File: config.mk
export PLATFORM = sky130hd
export DESIGN_NAME = color_threshold_ctrl
export DESIGN_NICKNAME = d
export VERILOG_FILES = /design/src/rtl/color_threshold_ctrl.sv
export SDC_FILE = /design/constraint.sdc
export NUM_CORES = 1
export LEC_CHECK = 0
export CORE_ASPECT_RATIO = 1.2
export CORE_UTILIZATION = 54
export CTS_BUF_LIST = sky130_fd_sc_hd__clkbuf_16
export DETAILED_ROUTE_END_ITERATION = 10
export PLACE_DENSITY = 0.79
export SKIP_LAST_GASP = 1
export SLEW_MARGIN = 20
export SYNTH_ARGS = -nofsm -noshare
export SYNTH_HDL_FRONTEND = slang
export SYNTH_SLANG_ARGS = --single-unit
export TNS_END_PERCENT = 50
File: constraint.sdc
create_clock -name i_sysclk -period 2.59 [get_ports i_sysclk]
set_input_delay 0.777 -clock i_sysclk [delete_from_list [all_inputs] [get_ports i_sysclk]]
set_output_delay 0.777 -clock i_sysclk [all_outputs]
set_load 0.05 [all_outputs]
File: src/rtl/color_threshold_ctrl.sv
// Colour-detection threshold controller: a shadow bank of six ctrl1/ctrl2 threshold sets
// that is copied to the active outputs atomically on the first start-of-frame after a commit.
// A forced apply happens if no SOF arrives within SOF_TIMEOUT cycles.
module color_threshold_ctrl #(
    parameter int unsigned SOF_TIMEOUT = 2500000,
    parameter int unsigned TO_WIDTH    = 22
) (
    input  logic         i_sysclk,
    input  logic         db_rstn,
    input  logic         i_sof,
    input  logic         i_pipe_flush,
    input  logic         i_wr_valid,
    output logic         o_wr_ready,
    input  logic [3:0]   i_wr_addr,
    input  logic [31:0]  i_wr_data,
    input  logic         i_commit,
    output logic         o_commit_pending,
    output logic         o_commit_done,
    output logic [95:0]  o_ctrl1,
    output logic [191:0] o_ctrl2,
    output logic         o_error,
    output logic         o_timeout
);

    // Colour k sits at the k-th slice; colour 0 (red) is the least significant.
    localparam logic [95:0] DEF_CTRL1 = {
        16'h00FF, 16'h8C73, 16'h4B41, 16'h0F3C, 16'h0A05, 16'h000A
    };
    localparam logic [191:0] DEF_CTRL2 = {
        32'h000A3232, 32'h32320A5A, 32'h32320A5A,
        32'h32320A5A, 32'h5A0A0A5A, 32'h32320A5A
    };
    localparam logic [TO_WIDTH-1:0] TO_LAST = TO_WIDTH'(SOF_TIMEOUT - 1);

    typedef enum logic [1:0] {
        StIdle  = 2'd0,
        StArmed = 2'd1,
        StApply = 2'd2
    } state_e;

    state_e              state_q, state_d;
    logic [TO_WIDTH-1:0] cnt_q, cnt_d;
    logic [95:0]         sh_ctrl1_q;
    logic [191:0]        sh_ctrl2_q;
    logic                timeout_set;
    logic                apply;
    logic                wr_fire;
    logic                wr_addr_ok;

    assign o_wr_ready       = (state_q == StIdle);
    assign o_commit_pending = (state_q == StArmed) || (state_q == StApply);
    assign wr_fire          = i_wr_valid && o_wr_ready;
    assign wr_addr_ok       = (i_wr_addr < 4'd12);

    // Next-state logic: wait for an unflushed SOF or the timeout, then apply for one cycle.
    always_comb begin
        state_d     = state_q;
        cnt_d       = cnt_q;
        timeout_set = 1'b0;
        apply       = 1'b0;
        unique case (state_q)
            StIdle: begin
                if (i_commit) begin
                    state_d = StArmed;
                    cnt_d   = '0;
                end
            end
            StArmed: begin
                // A flush freezes everything, including the timeout count.
                if (!i_pipe_flush) begin
                    if (i_sof) begin
                        state_d = StApply;
                    end else if (cnt_q == TO_LAST) begin
                        state_d     = StApply;
                        timeout_set = 1'b1;
                    end else begin
                        cnt_d = cnt_q + 1'b1;
                    end
                end
            end
            StApply: begin
                state_d = StIdle;
                apply   = 1'b1;
            end
            default: state_d = StIdle;
        endcase
    end

    // State, counter and sticky flag registers.
    always_ff @(posedge i_sysclk or negedge db_rstn) begin
        if (!db_rstn) begin
            state_q       <= StIdle;
            cnt_q         <= '0;
            o_error       <= 1'b0;
            o_timeout     <= 1'b0;
            o_commit_done <= 1'b0;
        end else begin
            state_q       <= state_d;
            cnt_q         <= cnt_d;
            o_commit_done <= apply;
            if (timeout_set) begin
                o_timeout <= 1'b1;
            end
            if (wr_fire && !wr_addr_ok) begin
                o_error <= 1'b1;
            end
        end
    end

    // Shadow bank: even address -> ctrl1 of colour addr/2, odd address -> ctrl2.
    always_ff @(posedge i_sysclk or negedge db_rstn) begin
        if (!db_rstn) begin
            sh_ctrl1_q <= DEF_CTRL1;
            sh_ctrl2_q <= DEF_CTRL2;
        end else if (wr_fire && wr_addr_ok) begin
            for (int k = 0; k < 6; k++) begin
                if (i_wr_addr == 4'(2 * k)) begin
                    sh_ctrl1_q[16*k +: 16] <= i_wr_data[15:0];
                end
                if (i_wr_addr == 4'(2 * k + 1)) begin
                    sh_ctrl2_q[32*k +: 32] <= i_wr_data;
                end
            end
        end
    end

    // Active bank only changes as a whole, on leaving APPLY.
    always_ff @(posedge i_sysclk or negedge db_rstn) begin
        if (!db_rstn) begin
            o_ctrl1 <= DEF_CTRL1;
            o_ctrl2 <= DEF_CTRL2;
        end else if (apply) begin
            o_ctrl1 <= sh_ctrl1_q;
            o_ctrl2 <= sh_ctrl2_q;
        end
    end

endmodule

# After elaboration in Yosys (flattened, before gate mapping)
# Index checks and enable logic that the tools add are counted.
dict set report totals {
  ff_bits 603
  in_bits 42
  out_inout_bits 293
  wordCells 77
}
dict set report op_classes {
  addsub 1
  order_cmp 1
  n_eq_ne 19
  muxes 15
  reduce_logical 22
}
# operator n
set op_table {}
lappend op_table {{2-to-1 mux 22 bit} 4}
lappend op_table {{case mux 22 bit (2 select lines)} 1}
lappend op_table {{AND reduction 2 bit} 12}
lappend op_table {{adder 22 x 1 -> 22 bit (second input constant)} 1}
lappend op_table {{== test 22 bit (second input constant)} 1}
lappend op_table {{== test 4 x 3 -> 1 bit (second input constant)} 4}
lappend op_table {{== test 4 bit (second input constant)} 4}
lappend op_table {{== test 4 x 2 -> 1 bit (second input constant)} 2}
lappend op_table {{2-to-1 mux 2 bit} 4}
lappend op_table {{inequality test 2 bit (second input constant)} 3}
lappend op_table {{2-to-1 mux 1 bit} 5}
lappend op_table {{AND reduction 5 bit} 1}
lappend op_table {{== test 4 x 1 -> 1 bit (second input constant)} 1}
lappend op_table {{zero test 4 bit} 1}
lappend op_table {{< comparator 4 bit (second input constant)} 1}
lappend op_table {{case mux 2 bit (2 select lines)} 1}
lappend op_table {{logical AND 1 bit} 3}
lappend op_table {{inequality test 3 x 2 -> 1 bit (second input constant)} 1}
lappend op_table {{AND reduction 3 bit} 1}
lappend op_table {{== test 2 x 1 -> 1 bit (second input constant)} 1}
lappend op_table {{== test 2 bit (second input constant)} 1}
lappend op_table {{zero test 2 bit} 1}
lappend op_table {{inequality test 2 x 1 -> 1 bit (second input constant)} 1}
lappend op_table {{nonzero test 2 bit} 1}
lappend op_table {{2 further kinds} 2}

# Depth between registers and ports, before layout
# Gate-level depths: netlist (run 1).
dict set report logic_depth {
  word_depth 5
  ltp_mapped 9
  mapped_depth_nobuf 7
}

# Worst setup path before layout (run 1)
# Ideal clock, no wire load.
dict set report synth_path {
  path_type {register -> register}
  startpoint {register state_q[0]}
  endpoint {register sh_ctrl2_q[130]}
  setup_time_ps 125
  arrival_time_ps 2341
  required_time_ps 2465
  setup_slack_ps 124
  path_stages_with_launch 9
  n_path_buf 1
  period_less_slack_ps 2466
  path_cell_list {dfrtp_1 > inv_1 > ha_1 > nand2_1 > nor2_1 > nand2_1 > nor2_1 > clkbuf_1 > mux2_2}
}
dict set report synth_via {
  elab_chain_len 4
}
# element line_no
set synth_rtl {}
lappend synth_rtl {{from (decl)} 41} ;# state_e state_q, state_d;
lappend synth_rtl {{from (signal assigned)} 92} ;# state_q <= StIdle;
lappend synth_rtl {{from (signal assigned)} 98} ;# state_q <= state_d;
lappend synth_rtl {{zero test 2 bit} 50} ;# assign o_wr_ready = (state_q == StIdle);
lappend synth_rtl {{named net o_wr_ready} 13} ;# output logic o_wr_ready,
lappend synth_rtl {{logical AND 1 bit} 52} ;# assign wr_fire = i_wr_valid && o_wr_ready;
lappend synth_rtl {{logical AND 1 bit} 115} ;# end else if (wr_fire && wr_addr_ok) begin
lappend synth_rtl {{AND reduction 2 bit (no source line)} -}
lappend synth_rtl {{to (signal, indexed assignment)} 121} ;# sh_ctrl2_q[32*k +: 32] <= i_wr_data;
lappend synth_rtl {{to (decl)} 44} ;# logic [191:0] sh_ctrl2_q;
# The timed path passes the listed nets, and every way through them passes these cells.
# A chain may end at the register's enable or synchronous reset.

# Final worst setup path (run 1)
dict set report layout_path {
  startpoint {register o_ctrl2[30]}
  endpoint {output o_ctrl2[30]}
}
# element line_no
set layout_rtl {}
lappend layout_rtl {{from (decl)} 20} ;# output logic [191:0] o_ctrl2,
lappend layout_rtl {{from (signal assigned)} 134} ;# o_ctrl2 <= sh_ctrl2_q;
# No word-level cell between the ends.

==> results of run 1 <==
==> kinds of logic after synthesis <==
logic type | count (synthesis)
mux | 579
flops | 603
buf+inv | 85
fa+ha+maj | 5
compound gates | 48
simple gates | 98
==> final timing paths <==
path | depth (start not counted) | endpoint | slack, ns
worst max register to register | 8 | sh_ctrl1_q[55]$_DFFE_PN0P_ | 0.21
worst max-delay path | 1 | o_ctrl2[30] | -0.004
min in group i_sysclk | 1 | o_timeout$_DFFE_PN0P_ | 0.48
worst min-delay path | 1 | sh_ctrl2_q[83]$_DFFE_PN0P_ | 0.09
worst min register to register | 1 | o_timeout$_DFFE_PN0P_ | 0.48
max in group asynchronous | 2 | sh_ctrl2_q[35]$_DFFE_PN1P_ | 1.62
==> cells in the mapped netlist, drive strengths merged (2+ instances only) <==
cell type,n
a21oi,8
a31o,2
a31oi,11
a41oi,3
and2,5
and3,4
and4,3
buf,20
clkbuf,62
dfrtp,395
dfstp,208
ha,5
inv,3
mux2,577
mux2i,2
nand2,25
nand2b,5
nand3,13
nand4,4
nand4b,2
nor2,14
nor2b,3
nor3,3
nor4,6
o21ai,13
o31ai,3
or2b,3
or4,2
==> flip-flops by register name (all words and copies together), names as in the netlist <==
register,flops
o_ctrl2,192
sh_ctrl2_q,192
o_error,1
o_timeout,1
state_q,2
o_commit_done,1
o_ctrl1,96
cnt_q,22
sh_ctrl1_q,96
==> cell type report <==
class	count	area [um^2]	share of cell area
sequential	603	15300	0.514
multi-input combinational	730	7510	0.252
timing repair buffer	421	4400	0.147
clock buffer	60	1500	0.0503
tap	546	683	0.0229
clock inverter	50	389	0.0130
inverter	3	11.3	0.000377
==> per-layer routing <==
metal / vias to the layer above / track usage / part of all wire
li1: 5844 / - / -
met1: 7056 / 0.314 / 0.39
met2: 349 / 0.427 / 0.52
met3: 89 / 0.0616 / 0.062
met4: 0 / 0.0761 / 0.026
met5: - / 0 / 0
==> per-stage QoR <==
step	TNS [ns]	instance area, um^2	hold slack [ns]	std cells
2_1_floorplan	0	23200	0.460	1418
3_3_place_gp	-15.15	27900	0.477	2303
3_5_place_dp	-16.45	27900	0.467	2303
4_1_cts	-2.68	29700	0.0882	2413
5_1_grt	-0.870	29800	0.102	2413
6_report	-0.00392	29800	0.0939	2413
==> power by group through the flow <==
stage	combinational (uW)	sequential [uW]	clock [uW]
final	19600	17800	8230
after floorplan	5970	24900	0
after global routing	20500	18300	8780
after detailed placement	20200	17900	0
after CTS	19800	17800	8390
after global placement	19800	17600	0
==> what timing repair did <==
item | CTS | global route
setup buffers | 0 | 0
gates resized for setup | 82 | 63
setup endpoints to repair | 165 | 126
==> flow_metrics.env, run 1 <==
export IMPL_outcome="finished with violations"
export IMPL_failed_checks="negative setup slack"
export IMPL_synth_cell_types=50
export IMPL_synth_ff_type="dfrtp_1"
export IMPL_seqPwrFrac=0.389
export IMPL_ys_async_sr_fraction=1.00
export IMPL_max_slew_margin_rel=0.510
export IMPL_finalPower_uw=45600
export IMPL_place_ws_ns=-0.191
export IMPL_layout_min_cycle_time_ns=2.59
export IMPL_vias_per_cell=5.53
export IMPL_cp_arrival_ns=1.82
export IMPL_synth_seq_cells=603
export IMPL_setup_worst_path_end_class="primary output"
export IMPL_boundaryPins=335
export IMPL_route_detailed_drc=0
export IMPL_fillers=2733
export IMPL_timing_final_crit_share=1.00
export IMPL_grt_usage=0.251
export IMPL_r2r_start="state_q[0]$_DFFE_PN0P_"
export IMPL_drt_wl_total_um=53500
export IMPL_pwr_share_clk=0.180
export IMPL_final_cell_mix="mux2_2, dfrtp_1, dfstp_2"
export IMPL_die_y_um=229
export IMPL_intPower_uw=27600
export IMPL_muxShareOfSynthArea=0.281
export IMPL_setup_viol=1
export IMPL_netlist_area_um2=23200
export IMPL_synth_xor_area_frac=0
export IMPL_grt_pass1_wl_um=84000
export IMPL_overflow=0
export IMPL_cp_required_ns=1.81
export IMPL_finalHoldViolations=0
export IMPL_layout_commonest_cell="mux2_2"
export IMPL_worstSetupStartpointType="register"
export IMPL_grt_max_degree=96
export IMPL_yosysSeqAreaShare=0.662
export IMPL_wl_per_cell_um=22.2
export IMPL_path_buf_inv=1
export IMPL_crit_slowest_cell="clkdlybuf4s50_1"
export IMPL_worst_slack_ns=-0.00392
export IMPL_fmax_mhz=386
export IMPL_combPwrFrac=0.430
export IMPL_antenna_found_initial=0
export IMPL_antenna_left=0
export IMPL_cts_root_buf="clkbuf_16"
export IMPL_synthToLayoutAreaGrowth_pct=28.8
export IMPL_synth_compound_gate_area_share=0.0138
export IMPL_irDropWorstVdd_mv=1.03
export IMPL_synth_edf_count=0
export IMPL_ys_warnings_count=0
export IMPL_crit_fanout=2
export IMPL_crit_path_max_incr_delay_ns=0.88
export IMPL_cts_hold_buffers_added=0
export IMPL_startpoint="o_ctrl2[30]$_DFFE_PN0P_"
export IMPL_cts_buffers=58
export IMPL_num_vias=13338
export IMPL_place_gp_congestion=0.815
export IMPL_rsz0062_at_grt="yes"
export IMPL_yosys_area_share_simple=0.0242
export IMPL_rows=82
export IMPL_fin_nets=1864
export IMPL_power_leakage_uw=0.0142
export IMPL_yosysTopAreaCell="dfrtp_1"
export IMPL_fin_util=0.710
export IMPL_clk_path_buf_depth=3
export IMPL_synth_nets=1465
export IMPL_dp_hpwl_um=35800
export IMPL_tightest_slew_ns=0.733
export IMPL_die_width_um=191
export IMPL_cts_tree="built"
export IMPL_final_layout_size_suffix_gt1_frac=0.528
export IMPL_initial_utilization=0.551
export IMPL_syn_inst=1418
export IMPL_yosys_area_top_type_share=0.427
export IMPL_first_pass_iters=5
export IMPL_switching_share=0.394
export IMPL_die_area_um2=43700
export IMPL_synth_top_family_by_area="multiplexers"
export IMPL_path_delay_family="buffers and inverters"
export IMPL_antenna_cells=0
export IMPL_io_buffer_count=334
export IMPL_netlist_top_cells_area="dfrtp_1, mux2_2, dfstp_2"
export IMPL_critPathKind="reg -> out"
export IMPL_drt_iter0_drc=551
export IMPL_crit_chain="clkdlybuf4s50_1"
export IMPL_grt_pass1_vias=14522
export IMPL_slew_viol_final=0
export IMPL_p_per_area_nw_per_um2=1530
export IMPL_insertion_delay_ns=0.60
export IMPL_synth_fa_ha_area_frac=0.00270
export IMPL_power_switching_uw=18000
export IMPL_cts_htree_levels=2
export IMPL_drv_cap=0
export IMPL_hold_path_class="in -> async"
export IMPL_syn_area_per_cell_um2=16.3
export IMPL_cts_sinks=603
export IMPL_cts_clk_slew_worst_paths_ns=0.06
export IMPL_fin_worst_skew_ns=0.0262
export IMPL_core_um2=42100
(Power assumes the default switching activity.)
==> run 2, diff against run 1 <==
Settings changed: CTS_BUF_LIST sky130_fd_sc_hd__clkbuf_16 to default, CTS_CLUSTER_DIAMETER from default to 60.
==> run 2 against run 1 <==
The flow still finishes with violations (negative setup slack). Clock-buffer cell count grew 29. Global-route usage about the same. Via count hardly changed. Sequential power barely moved. Worst setup slack hardly changed. Flip-flop and latch count unchanged. Utilization is 0.42 points higher. Combinational power is essentially flat. Sequential share of layout area shrank 0.30 points. Clock skew fell by 0.0039 ns. Clock power increased by 6.9%. Critical path type unchanged. Critical endpoint is now o_ctrl2[37]. Largest cell class unchanged. Highest routed layer unchanged.
==> flow_metrics.env, run 2 (synthesis gave the netlist of run 1 again) <==
export IMPL_design_area_um2=30000
export IMPL_rsz0062_at_grt="yes"
export IMPL_grt_max_degree=96
export IMPL_boundaryPins=335
export IMPL_failed_checks="negative setup slack"
export IMPL_synthToLayoutAreaGrowth_pct=29.6
export IMPL_rows=82
export IMPL_whs_ns=0.0976
export IMPL_irDropWorstVdd_mv=1.03
export IMPL_path_buf_inv=1
export IMPL_tightest_slew_ns=0.728
export IMPL_crit_slowest_cell="clkdlybuf4s50_1"
export IMPL_instances_no_fill=2413
export IMPL_place_gp_congestion=0.815
export IMPL_grt_pass1_wl_um=83900
export IMPL_power_leakage_uw=0.0142
export IMPL_worst_slack_ns=-0.00388
export IMPL_cts_root_buf="clkbuf_16"
export IMPL_setup_worst_path_end_class="primary output"
export IMPL_antenna_cells=0
export IMPL_final_layout_size_suffix_gt1_frac=0.537
export IMPL_vias_per_cell=5.53
export IMPL_finalPower_uw=46200
export IMPL_worstSetupStartpointType="register"
export IMPL_core_um2=42100
export IMPL_num_vias=13334
export IMPL_cts_tree="built"
export IMPL_crit_fanout=2
export IMPL_path_delay_family="buffers and inverters"
export IMPL_r2r_start="cnt_q[0]$_DFFE_PN0P_"
export IMPL_ctsResizeCount=78
export IMPL_cts_hold_buffers_added=0
export IMPL_critPathKind="reg -> out"
export IMPL_die_y_um=229
export IMPL_slew_viol_final=0
export IMPL_drv_cap=0
export IMPL_overflow=0
export IMPL_route_detailed_drc=0
export IMPL_fmax_mhz=386
export IMPL_first_pass_iters=5
export IMPL_largestRegisters="o_ctrl2 x192, sh_ctrl2_q x192"
export IMPL_io_buffer_count=334
export IMPL_drt_iter0_drc=522
export IMPL_cp_required_ns=1.81
export IMPL_layout_commonest_cell="mux2_2"
export IMPL_outcome="finished with violations"
export IMPL_grt_usage=0.250
export IMPL_rrSetupSlack_ns=0.21
export IMPL_r2r_end="cnt_q[21]$_DFFE_PN0P_"
export IMPL_fillers=2716
export IMPL_fin_nets=1864
export IMPL_tns_ns=-0.00703
export IMPL_final_cell_mix="mux2_2, dfrtp_1, dfstp_2"
export IMPL_layout_min_cycle_time_ns=2.59
export IMPL_insertion_delay_ns=0.60
export IMPL_cts_sinks=603
export IMPL_cp_arrival_ns=1.82
export IMPL_antenna_left=0
export IMPL_r2r_cells=8
export IMPL_max_slew_margin_rel=0.513
export IMPL_crit_chain="clkdlybuf4s50_1"
export IMPL_wl_per_cell_um=22.2
export IMPL_grt_pass1_vias=14453
export IMPL_die_width_um=191
export IMPL_cts_clk_slew_worst_paths_ns=0.06
export IMPL_drt_wl_total_um=53600
export IMPL_hold_path_class="in -> async"
export IMPL_cts_buffers=58
export IMPL_finalHoldViolations=0
export IMPL_startpoint="o_ctrl2[37]$_DFFE_PN0P_"
export IMPL_p_per_area_nw_per_um2=1540
export IMPL_fin_worst_skew_ns=0.0224
export IMPL_crit_path_max_incr_delay_ns=0.82
export IMPL_die_area_um2=43700
export IMPL_initial_utilization=0.551
export IMPL_timing_final_crit_share=1.00
export IMPL_cts_htree_levels=2
export IMPL_dpl_cell_area_um2=27900
export IMPL_postCtsSetupBuffers=0
export IMPL_antenna_found_initial=1
export IMPL_dp_hpwl_um=35800
export IMPL_dp_cells=2303
export IMPL_setup_viol=4
export IMPL_clk_path_buf_depth=3
[run 2: cell types whose count changed in the layout (fill, tap and decap cells not counted)]
cell,previous run,this run
inv_1,15,3
clkbuf_1,0,12
dlygate4sd2_1,82,78
clkbuf_8,0,17
clkinv_1,17,0
clkdlybuf4s50_1,176,180
[run 2: stage by stage]
stage	worst slack [ns]	util
floorplan	0.124	-
global placement	-0.186	0.663
detailed placement	-0.191	0.663
CTS	-0.128	0.710
global route	-0.0350	0.714
finish	-0.00388	0.714
[run 2: where the power goes]
| part | leakage [uW] | internal, uW | switching (uW) |
|---|---|---|---|
| clock | 0.000996 | 5250 | 3540 |
| sequential | 0.00731 | 15100 | 2630 |
| combinational | 0.00594 | 7820 | 11800 |
| total | 0.0142 | 28200 | 18000 |
[run 2: worst max-delay path by stage]
stage	to	slack [ns]	cells past startpoint
after floorplan	sh_ctrl2_q[130]$_DFFE_PN0P_	0.12	8
after global placement	sh_ctrl2_q[16]$_DFFE_PN0P_	-0.19	5
after detailed placement	sh_ctrl2_q[12]$_DFFE_PN0P_	-0.19	5
after CTS	o_ctrl1[36]	-0.13	1
after global routing	o_ctrl2[14]	-0.03	1
final	o_ctrl2[37]	-0.004	1
[run 2: cell type report]
type,instances,area [um^2],area share
Clock buffer,89,1780,0.0593
Clock inverter,21,280,0.00934
Inverter,3,11.3,0.000375
Sequential cell,603,15300,0.511
Multi-Input combinational cell,730,7510,0.250
Tap cell,546,683,0.0228
Timing Repair Buffer,421,4410,0.147
[run 2: metal layers]
layer / up-vias / track usage / wire [um]
met2: 344 / 0.428 / 27600
met3: 78 / 0.0628 / 3360
met4: 0 / 0.0737 / 1330
met1: 7063 / 0.313 / 21200
li1: 5849 / - / -
met5: - / 0 / 0
